## src/rtl/adc_spi_responder.sv

```systemverilog
// rtl/adc_spi_responder.sv - LTC2308-style 8-channel 12-bit ADC emulator on the adc_* serial pins
//
// Purpose:
//   Board-side responder for the 4-wire ADC interface. It answers the
//   controller as an 8-channel 12-bit converter would. Channel values come
//   from the parallel ch_data bus and are sampled once, when a conversion starts.
//
// Ports:
//   clk_clk            system clock (adc_sclk must be <= clk_clk/8)
//   reset_reset        synchronous active-high reset
//   adc_sclk           serial clock from the controller
//   adc_cs_n           CONVST / chip select (high = convert, low = frame)
//   adc_din            config bits, sampled on adc_sclk rise, MSB first
//   adc_dout           result bits, updated after adc_sclk fall, MSB first
//   ch_data            channel n value = ch_data[12n+11:12n]
//   busy               conversion in progress
//   cfg_word           last latched config {S/D, O/S, S1, S0, UNI, SLP}
//   frame_count        completed frames, wraps at 16 bits
//   err_conv_violation 1-cycle pulse: adc_cs_n fell while busy
//   err_short_frame    1-cycle pulse: adc_cs_n rose before 6 config bits
//
// Optional feature macro: ADC_SPI_RESPONDER_DITHER_EN
//   When defined, a 16-bit LFSR adds 0..3 to the selected channel value
//   (saturating) at every conversion start.

module adc_spi_responder #(
  parameter int CONV_CYCLES = 80,
  parameter int SYNC_STAGES = 2,
  parameter int FRAME_BITS  = 12
) (
  input  logic        clk_clk,
  input  logic        reset_reset,
  input  logic        adc_sclk,
  input  logic        adc_cs_n,
  input  logic        adc_din,
  output logic        adc_dout,
  input  logic [95:0] ch_data,
  output logic        busy,
  output logic [5:0]  cfg_word,
  output logic [15:0] frame_count,
  output logic        err_conv_violation,
  output logic        err_short_frame
);

  localparam int CNT_W = $clog2(CONV_CYCLES + 1);
  localparam int TX_W  = $clog2(FRAME_BITS + 1);

  localparam logic [1:0] ST_IDLE  = 2'd0;
  localparam logic [1:0] ST_CONV  = 2'd1;
  localparam logic [1:0] ST_SHIFT = 2'd2;

  localparam logic [5:0] CFG_RESET = 6'b100010;

  // Pin synchronizers
  logic [SYNC_STAGES-1:0] sclk_sync_q;
  logic [SYNC_STAGES-1:0] cs_sync_q;
  logic [SYNC_STAGES-1:0] din_sync_q;
  logic                   sclk_prev_q;
  logic                   cs_prev_q;

  logic sclk_s, cs_s, din_s;
  logic sclk_rise, sclk_fall, cs_rise, cs_fall;

  assign sclk_s    = sclk_sync_q[SYNC_STAGES-1];
  assign cs_s      = cs_sync_q[SYNC_STAGES-1];
  assign din_s     = din_sync_q[SYNC_STAGES-1];
  assign sclk_rise = sclk_s & ~sclk_prev_q;
  assign sclk_fall = ~sclk_s & sclk_prev_q;
  assign cs_rise   = cs_s & ~cs_prev_q;
  assign cs_fall   = ~cs_s & cs_prev_q;

  always_ff @(posedge clk_clk) begin
    if (reset_reset) begin
      sclk_sync_q <= '0;
      cs_sync_q   <= '1;
      din_sync_q  <= '0;
      sclk_prev_q <= 1'b0;
      cs_prev_q   <= 1'b1;
    end else begin
      sclk_sync_q <= {sclk_sync_q[SYNC_STAGES-2:0], adc_sclk};
      cs_sync_q   <= {cs_sync_q[SYNC_STAGES-2:0], adc_cs_n};
      din_sync_q  <= {din_sync_q[SYNC_STAGES-2:0], adc_din};
      sclk_prev_q <= sclk_s;
      cs_prev_q   <= cs_s;
    end
  end

  // Core state
  logic [1:0]       state_q;
  logic             busy_q;
  logic [CNT_W-1:0] conv_cnt_q;
  logic [11:0]      result_q;
  logic [11:0]      data_sr_q;
  logic [TX_W-1:0]  tx_cnt_q;
  logic [5:0]       cfg_sr_q;
  logic [2:0]       rx_cnt_q;
  logic [5:0]       cfg_word_q;
  logic [15:0]      frame_cnt_q;
  logic             dout_q;
  logic             kill_q;
  logic             err_viol_q;
  logic             err_short_q;
`ifdef ADC_SPI_RESPONDER_DITHER_EN
  logic [15:0]      lfsr_q;
  logic             lfsr_fb;
  logic [12:0]      dith_sum;
  assign lfsr_fb = lfsr_q[15] ^ lfsr_q[13] ^ lfsr_q[12] ^ lfsr_q[10];
`endif

  // Conversion result from the config that will be in effect after this cs_n rise
  logic [5:0]  cfg_eff;
  logic [2:0]  ch_sel;
  logic [11:0] ch_val;
  logic [11:0] conv_val;
  logic [11:0] result_d;

  always_comb begin
    cfg_eff = (rx_cnt_q >= 3'd6) ? cfg_sr_q : cfg_word_q;
    ch_sel  = cfg_eff[4:2];
    ch_val  = '0;
    for (int i = 0; i < 8; i++) begin
      if (ch_sel == 3'(i)) ch_val = ch_data[12*i +: 12];
    end
`ifdef ADC_SPI_RESPONDER_DITHER_EN
    dith_sum = {1'b0, ch_val} + {11'b0, lfsr_q[1:0]};
    conv_val = dith_sum[12] ? 12'hFFF : dith_sum[11:0];
`else
    conv_val = ch_val;
`endif
    if (!cfg_eff[5])     result_d = '0;  // differential mode not emulated
    else if (cfg_eff[1]) result_d = conv_val;
    else                 result_d = conv_val ^ 12'h800;
  end

  always_ff @(posedge clk_clk) begin
    if (reset_reset) begin
      state_q     <= ST_IDLE;
      busy_q      <= 1'b0;
      conv_cnt_q  <= '0;
      result_q    <= '0;
      data_sr_q   <= '0;
      tx_cnt_q    <= '0;
      cfg_sr_q    <= '0;
      rx_cnt_q    <= '0;
      cfg_word_q  <= CFG_RESET;
      frame_cnt_q <= '0;
      dout_q      <= 1'b0;
      kill_q      <= 1'b0;
      err_viol_q  <= 1'b0;
      err_short_q <= 1'b0;
`ifdef ADC_SPI_RESPONDER_DITHER_EN
      lfsr_q      <= 16'hACE1;
`endif
    end else begin
      err_viol_q  <= 1'b0;
      err_short_q <= 1'b0;

      // Conversion timer runs independently of the frame state, so a frame
      // opened during a conversion does not stretch or cut it.
      if (busy_q) begin
        if (conv_cnt_q == '0) begin
          busy_q <= 1'b0;
          if (state_q == ST_CONV) state_q <= ST_IDLE;
        end else begin
          conv_cnt_q <= conv_cnt_q - 1'b1;
        end
      end

      // cs_n edges take priority over any sclk edge in the same cycle
      if (cs_rise) begin
        if (state_q == ST_SHIFT) frame_cnt_q <= frame_cnt_q + 16'd1;
        if (rx_cnt_q >= 3'd6) cfg_word_q <= cfg_sr_q;
        else                  err_short_q <= 1'b1;
        result_q   <= result_d;
        busy_q     <= 1'b1;
        conv_cnt_q <= CNT_W'(CONV_CYCLES - 1);
        state_q    <= ST_CONV;
        rx_cnt_q   <= '0;
        dout_q     <= 1'b0;
`ifdef ADC_SPI_RESPONDER_DITHER_EN
        lfsr_q     <= {lfsr_q[14:0], lfsr_fb};
`endif
      end else if (cs_fall) begin
        if (busy_q) begin
          err_viol_q <= 1'b1;
          kill_q     <= 1'b1;
          dout_q     <= 1'b0;
        end else begin
          kill_q     <= 1'b0;
          dout_q     <= result_q[11];
        end
        data_sr_q <= result_q;
        tx_cnt_q  <= TX_W'(1);
        cfg_sr_q  <= '0;
        rx_cnt_q  <= '0;
        state_q   <= ST_SHIFT;
      end else if (state_q == ST_SHIFT) begin
        if (sclk_rise) begin
          if (rx_cnt_q < 3'd6) begin
            cfg_sr_q <= {cfg_sr_q[4:0], din_s};
            rx_cnt_q <= rx_cnt_q + 3'd1;
          end
        end else if (sclk_fall) begin
          // data_sr_q[11] is already on the pin; bit 10 is the next one out
          if (tx_cnt_q < TX_W'(FRAME_BITS)) begin
            dout_q    <= kill_q ? 1'b0 : data_sr_q[10];
            data_sr_q <= data_sr_q << 1;
            tx_cnt_q  <= tx_cnt_q + 1'b1;
          end else begin
            dout_q <= 1'b0;
          end
        end
      end
    end
  end

  assign adc_dout           = dout_q;
  assign busy               = busy_q;
  assign cfg_word           = cfg_word_q;
  assign frame_count        = frame_cnt_q;
  assign err_conv_violation = err_viol_q;
  assign err_short_frame    = err_short_q;

endmodule

```

## config.mk

```make
export PLATFORM = sky130hd
export DESIGN_NAME = adc_spi_responder
export DESIGN_NICKNAME = d
export VERILOG_FILES = /design/src/rtl/adc_spi_responder.sv
export SDC_FILE = /design/constraint.sdc
export NUM_CORES = 1
export LEC_CHECK = 0
export CORE_UTILIZATION = 51
export CTS_CLUSTER_SIZE = 8
export DETAILED_ROUTE_END_ITERATION = 7
export PLACE_DENSITY = 0.86
export REMOVE_ABC_BUFFERS = 1
export SLEW_MARGIN = 20
export SYNTH_ARGS = -nofsm -noshare
export SYNTH_HDL_FRONTEND = slang
export SYNTH_SLANG_ARGS = --single-unit
```

## constraint.sdc

```tcl
create_clock -name clk_clk -period 4.2 [get_ports clk_clk]
set_clock_uncertainty 0.15 [all_clocks]
set_input_delay 1.26 -clock clk_clk [delete_from_list [all_inputs] [get_ports clk_clk]]
set_output_delay 1.26 -clock clk_clk [all_outputs]
set_load 0.02 [all_outputs]
```

**Yosys cells after proc, flatten, opt, wreduce, memory -nomap -nowiden**

Cells that the tools add are included.
Widths: inputs -> output; s select.

- Bits in registers: 80
- Word-level logic and storage cells: 126
- Input bits: 101
- Output and inout bits: 26

- Bitwise gates (word level): 12
- Reductions and logical operators: 29
- Equality and inequality tests: 11
- Add/subtract/negate cells: 4
- Muxes and demuxes: 45
- $lt $le $gt $ge: 3

Operators with widths:

| operator | number |
|---|---|
| $mux 12 | 10 |
| $mux 11 | 5 |
| $mux 6 | 5 |
| $mux 7 | 3 |
| $mux 4 | 5 |
| $reduce_bool 2->1 | 9 |
| $add 16x1->16 const B | 1 |
| $mux 1 | 13 |
| $eq 3x3->1 const B | 4 |
| $reduce_and 3->1 | 4 |
| $reduce_and 2->1 | 5 |
| $reduce_bool 3->1 | 3 |
| $mux 2 | 4 |
| $not 1->1 | 8 |
| $logic_not 7->1 | 1 |
| $sub 7x1->7 const B | 1 |
| $eq 3x2->1 const B | 2 |
| $reduce_or 3->1 | 2 |
| $reduce_and 5->1 | 1 |
| $add 4x1->4 const B | 1 |
| $and 1x1->1 | 4 |
| $lt 4x4->1 const B | 1 |
| $reduce_and 4->1 | 1 |
| $reduce_or 2->1 | 2 |
| other kinds (9) | 9 |

**Depth between registers and ports, before layout**

- Word-level depth: 14
- Gate-level depth with buffers: 9
- Gate-level depth less buffers: 8

**Least setup slack after synthesis**

OpenSTA, ideal clock, no wires.

- Path kind: input to register
- Start point: input reset_reset
- End point: register result_q[11]
- Required time: 3.991 ns
- Library setup time: 0.059 ns
- Path buffers: 2
- Setup slack: 1.681 ns
- Stages: 7
- Arrival: 2.310 ns
- Cells stage by stage: clkbuf_1 nand2b_1 or2_2 clkbuf_1 nor3_1 mux2i_1 nand2_1

RTL lines:

| what | RTL line | source |
|---|---|---|
| start, declared | 32 | `input logic reset_reset,` |
| end signal, assigned | 174 | `result_q <= result_d;` |
| end, declared | 92 | `logic [11:0] result_q;` |

**Final worst setup path**

- Start point: register cfg_word_q[2], in the netlist cfg_word[2]
- End point: output cfg_word[2]

RTL lines:

| what | RTL line | source |
|---|---|---|
| start, declared | 97 | `logic [5:0] cfg_word_q;` |
| start signal, assigned | 172 | `if (rx_cnt_q >= 3'd6) cfg_word_q <= cfg_sr_q;` |
| end, declared | 39 | `output logic [5:0] cfg_word,` |

No word-level cell between the ends.

==> results_dict.tcl <==
set metrics [dict create \
    synthFlopType "dfxtp_1" \
    crit_chain "clkdlybuf4s50_1" \
    holdBufCountCts 0 \
    period_share_pct 69.3 \
    dieArea_um2 8480 \
    ys_ff_latch 80 \
    drtIter0Drc 238 \
    async_reset_ff_share_pct 0 \
    synth_top_family_by_area "compound AO/OA/AOI/OAI gates" \
    synth_edf_count 0 \
    grt_start_max_net_pins 61 \
    grt_pass1_wl_mm 18.5 \
    maxSlewHeadroom_pct 37.9 \
    ir_worst_vdd_v 0.000204 \
    leakagePower_nw 2.05 \
    synth_top_area_cell "dfxtp_1" \
    cts_sinks 80 \
    cap_violations 0 \
    drc_errors 0 \
    cts_resized 0 \
    syn_inst 503 \
    routed_wl_mm 11.5 \
    area_delta_synth_final_pct 35.4 \
    criticalPathCategory "register to output pin" \
    post_cts_buffers 0 \
    globalRouteMet1Util_pct 34.8 \
    via_per_inst 5.86 \
    dpl.hpwl_mm 8.56 \
    core-area_um2 7810 \
    grt_antenna_before_repair 0 \
    swShare_pct 23.5 \
    io_buffers 126 \
    worst_slew_pin_slew_ns 0.931 \
    track_usage_pct 27.4 \
    cts.clk_slew.worst_paths_ns 0.08 \
    place_congestion 0.973 \
    htree_levels 3 \
    grt_use_met3_pct 3.73 \
    p_per_area_nw_per_um2 287 \
    p_comb_share_pct 13.8 \
    antenna_cells 0 \
    syn-cell-area_um2 4140 \
    ant_nets 0 \
    power_frac_seq_pct 48.9 \
    ctsLongestPathBuffers 2 \
    final_common_cell "clkdlybuf4s50_1" \
    r2r_setup_slack_ns 1.31 \
    gr-usage-met2_pct 46.0 \
    setup_viol 0 \
    cts_buffers 9 \
    p_sw_w 0.000378 \
    cts_root_buf "clkbuf_8" \
    cp-end-kind "output pin" \
    final_cell_mix "125 x clkdlybuf4s50_1, 80 x dfxtp_1, 59 x nor2_1" \
    grt_busiest_layer "met2" \
    cp.buffers_inverters 1 \
    dr.pass1.iters 6 \
    synth_xor_area_share_pct 4.65 \
    drive_gt1_share_pct 5.52 \
    final_area_um2 5610 \
    start_util_pct 53.0 \
    final.setup.tns_ns 0 \
    slowest_delay_ns 0.67 \
    die_x_um 92.1 \
    fin_crit_ns 2.91 \
    hold_violations 0 \
    hold_path.class "register to register" \
    max_clock_freq_ghz 0.343 \
    pwr-share-clk_pct 37.3 \
    report.final.slew_viol_count 0 \
    yosysSeqAreaShare_pct 38.7 \
    rows 32 \
    crit_family "buffers and inverters" \
    synth_area_per_cell_um2 8.23 \
    vias 4205 \
    rsz0062_at_grt "false" \
    synth_simple_gate_area_share_pct 20.4 \
    insertion_delay_ns 0.34 \
    yosys_warnings 0 \
    status "completed" \
    tritoncts "yes" \
    synth_fa_ha_area_share_pct 1.81 \
    p_int_w 0.00123 \
    grt_pass1_vias 3974 \
    crit_fanout 7 \
    wl_per_cell_um 16.0 \
    synth_mux_area_share_pct 8.01 \
    critPathArrivalTime_ns 1.50 \
    overflow 0 \
    synthDistinctLibCells 54 \
    synth_area_leaders "dfxtp_1 39%, mux2i_1 6.8%, nor2_1 5.3%" \
    critPathRequiredTime_ns 2.79 \
    die_height_um 92.1 \
    place_area_um2 5400 \
    ios 127 \
    synth_top_area_share_pct 38.7 \
    cp-start-kind "register" \
    slowest_stage "clkdlybuf4s50_1" \
    synth_compound_area_share_pct 21.2 \
    nNetsFinal 719 \
]
-- metrics by stage --
stage / instances / worst slack (ns) / hold slack [ns] / util [%] / total power (W)
after floorplan: 470 / 1.57 / 0.239 / - / 0.000887
after global placement: 703 / 1.30 / 0.251 / 69.1 / 0.00102
after detailed placement: 703 / 1.31 / 0.247 / 69.1 / 0.00102
after CTS: 718 / 1.28 / 0.270 / 71.8 / 0.00162
after global routing: 718 / 1.20 / 0.287 / 71.8 / 0.00168
final: 718 / 1.29 / 0.268 / 71.8 / 0.00161
-- power by group through the flow --
stage / registers, W / clock network (W) / logic [W]
after floorplan: 0.000803 / 0 / 0.0000837
after global placement: 0.000804 / 0 / 0.000217
after detailed placement: 0.000805 / 0 / 0.000220
after CTS: 0.000787 / 0.000611 / 0.000221
after global routing: 0.000789 / 0.000648 / 0.000239
final: 0.000787 / 0.000600 / 0.000223
-- cell type report --
class / count / area, um2
Clock inverter: 6 / 85.1
Sequential cell: 80 / 1600
Clock buffer: 9 / 124
Tap cell: 102 / 128
Multi-Input combinational cell: 376 / 2320
Inverter: 14 / 52.6
Timing Repair Buffer: 131 / 1290
Fill cell: 602 / 2200
-- cells by family (layout without fill, tap and decap cells) --
| family | count (synthesis) | in the layout |
|---|---|---|
| fa+ha+maj | 6 | 6 |
| xor+xnor | 22 | 22 |
| simple gates | 184 | 184 |
| buf+inv | 47 | 160 |
| mux | 31 | 31 |
| flops | 80 | 80 |
| compound gates | 133 | 133 |
-- synthesized netlist by cell type, types with 9 or more instances --
master     n
a21oi_1   41
nor2_1    59
nand2_1   55
dfxtp_1   80
a221o_1   10
inv_1     14
a22oi_1   13
o21ai_0   16
clkbuf_1  20
nor3_1    13
xnor2_1    9
o211ai_1  10
nand3_1   17
xor2_1    13
a211oi_1  15
mux2i_1   28
-- per-layer routing --
metal / wire length [um] / part of all wire [%]
met4: 316 / 2.7
met5: 0 / 0
met2: 5580 / 48
met3: 817 / 7.1
met1: 4790 / 42
-- sequential cells by signal (all words and copies together) (netlist names) --
| name | cells |
|---|---|
| cs_prev_q | 1 |
| cfg_sr_q | 6 |
| conv_cnt_q | 7 |
| sclk_prev_q | 1 |
| rx_cnt_q | 3 |
| frame_count | 16 |
| err_conv_violation | 1 |
| din_sync_q | 2 |
| cfg_word | 6 |
| err_short_frame | 1 |
| adc_dout | 1 |
| busy | 1 |
| kill_q | 1 |
| sclk_sync_q | 2 |
| data_sr_q | 11 |
| state_q | 2 |
| tx_cnt_q | 4 |
| cs_sync_q | 2 |
| result_q | 12 |
-- path summary, 6_finish.rpt --
path	start	end	cells past startpoint
max	cfg_word[2]	cfg_word[2]	1
max reg2reg	cfg_sr_q[3]	result_q[4]	6
min	cs_sync_q[0]	cs_sync_q[1]	1
min reg2reg	cs_sync_q[0]	cs_sync_q[1]	1
(Power assumes the default switching activity.)
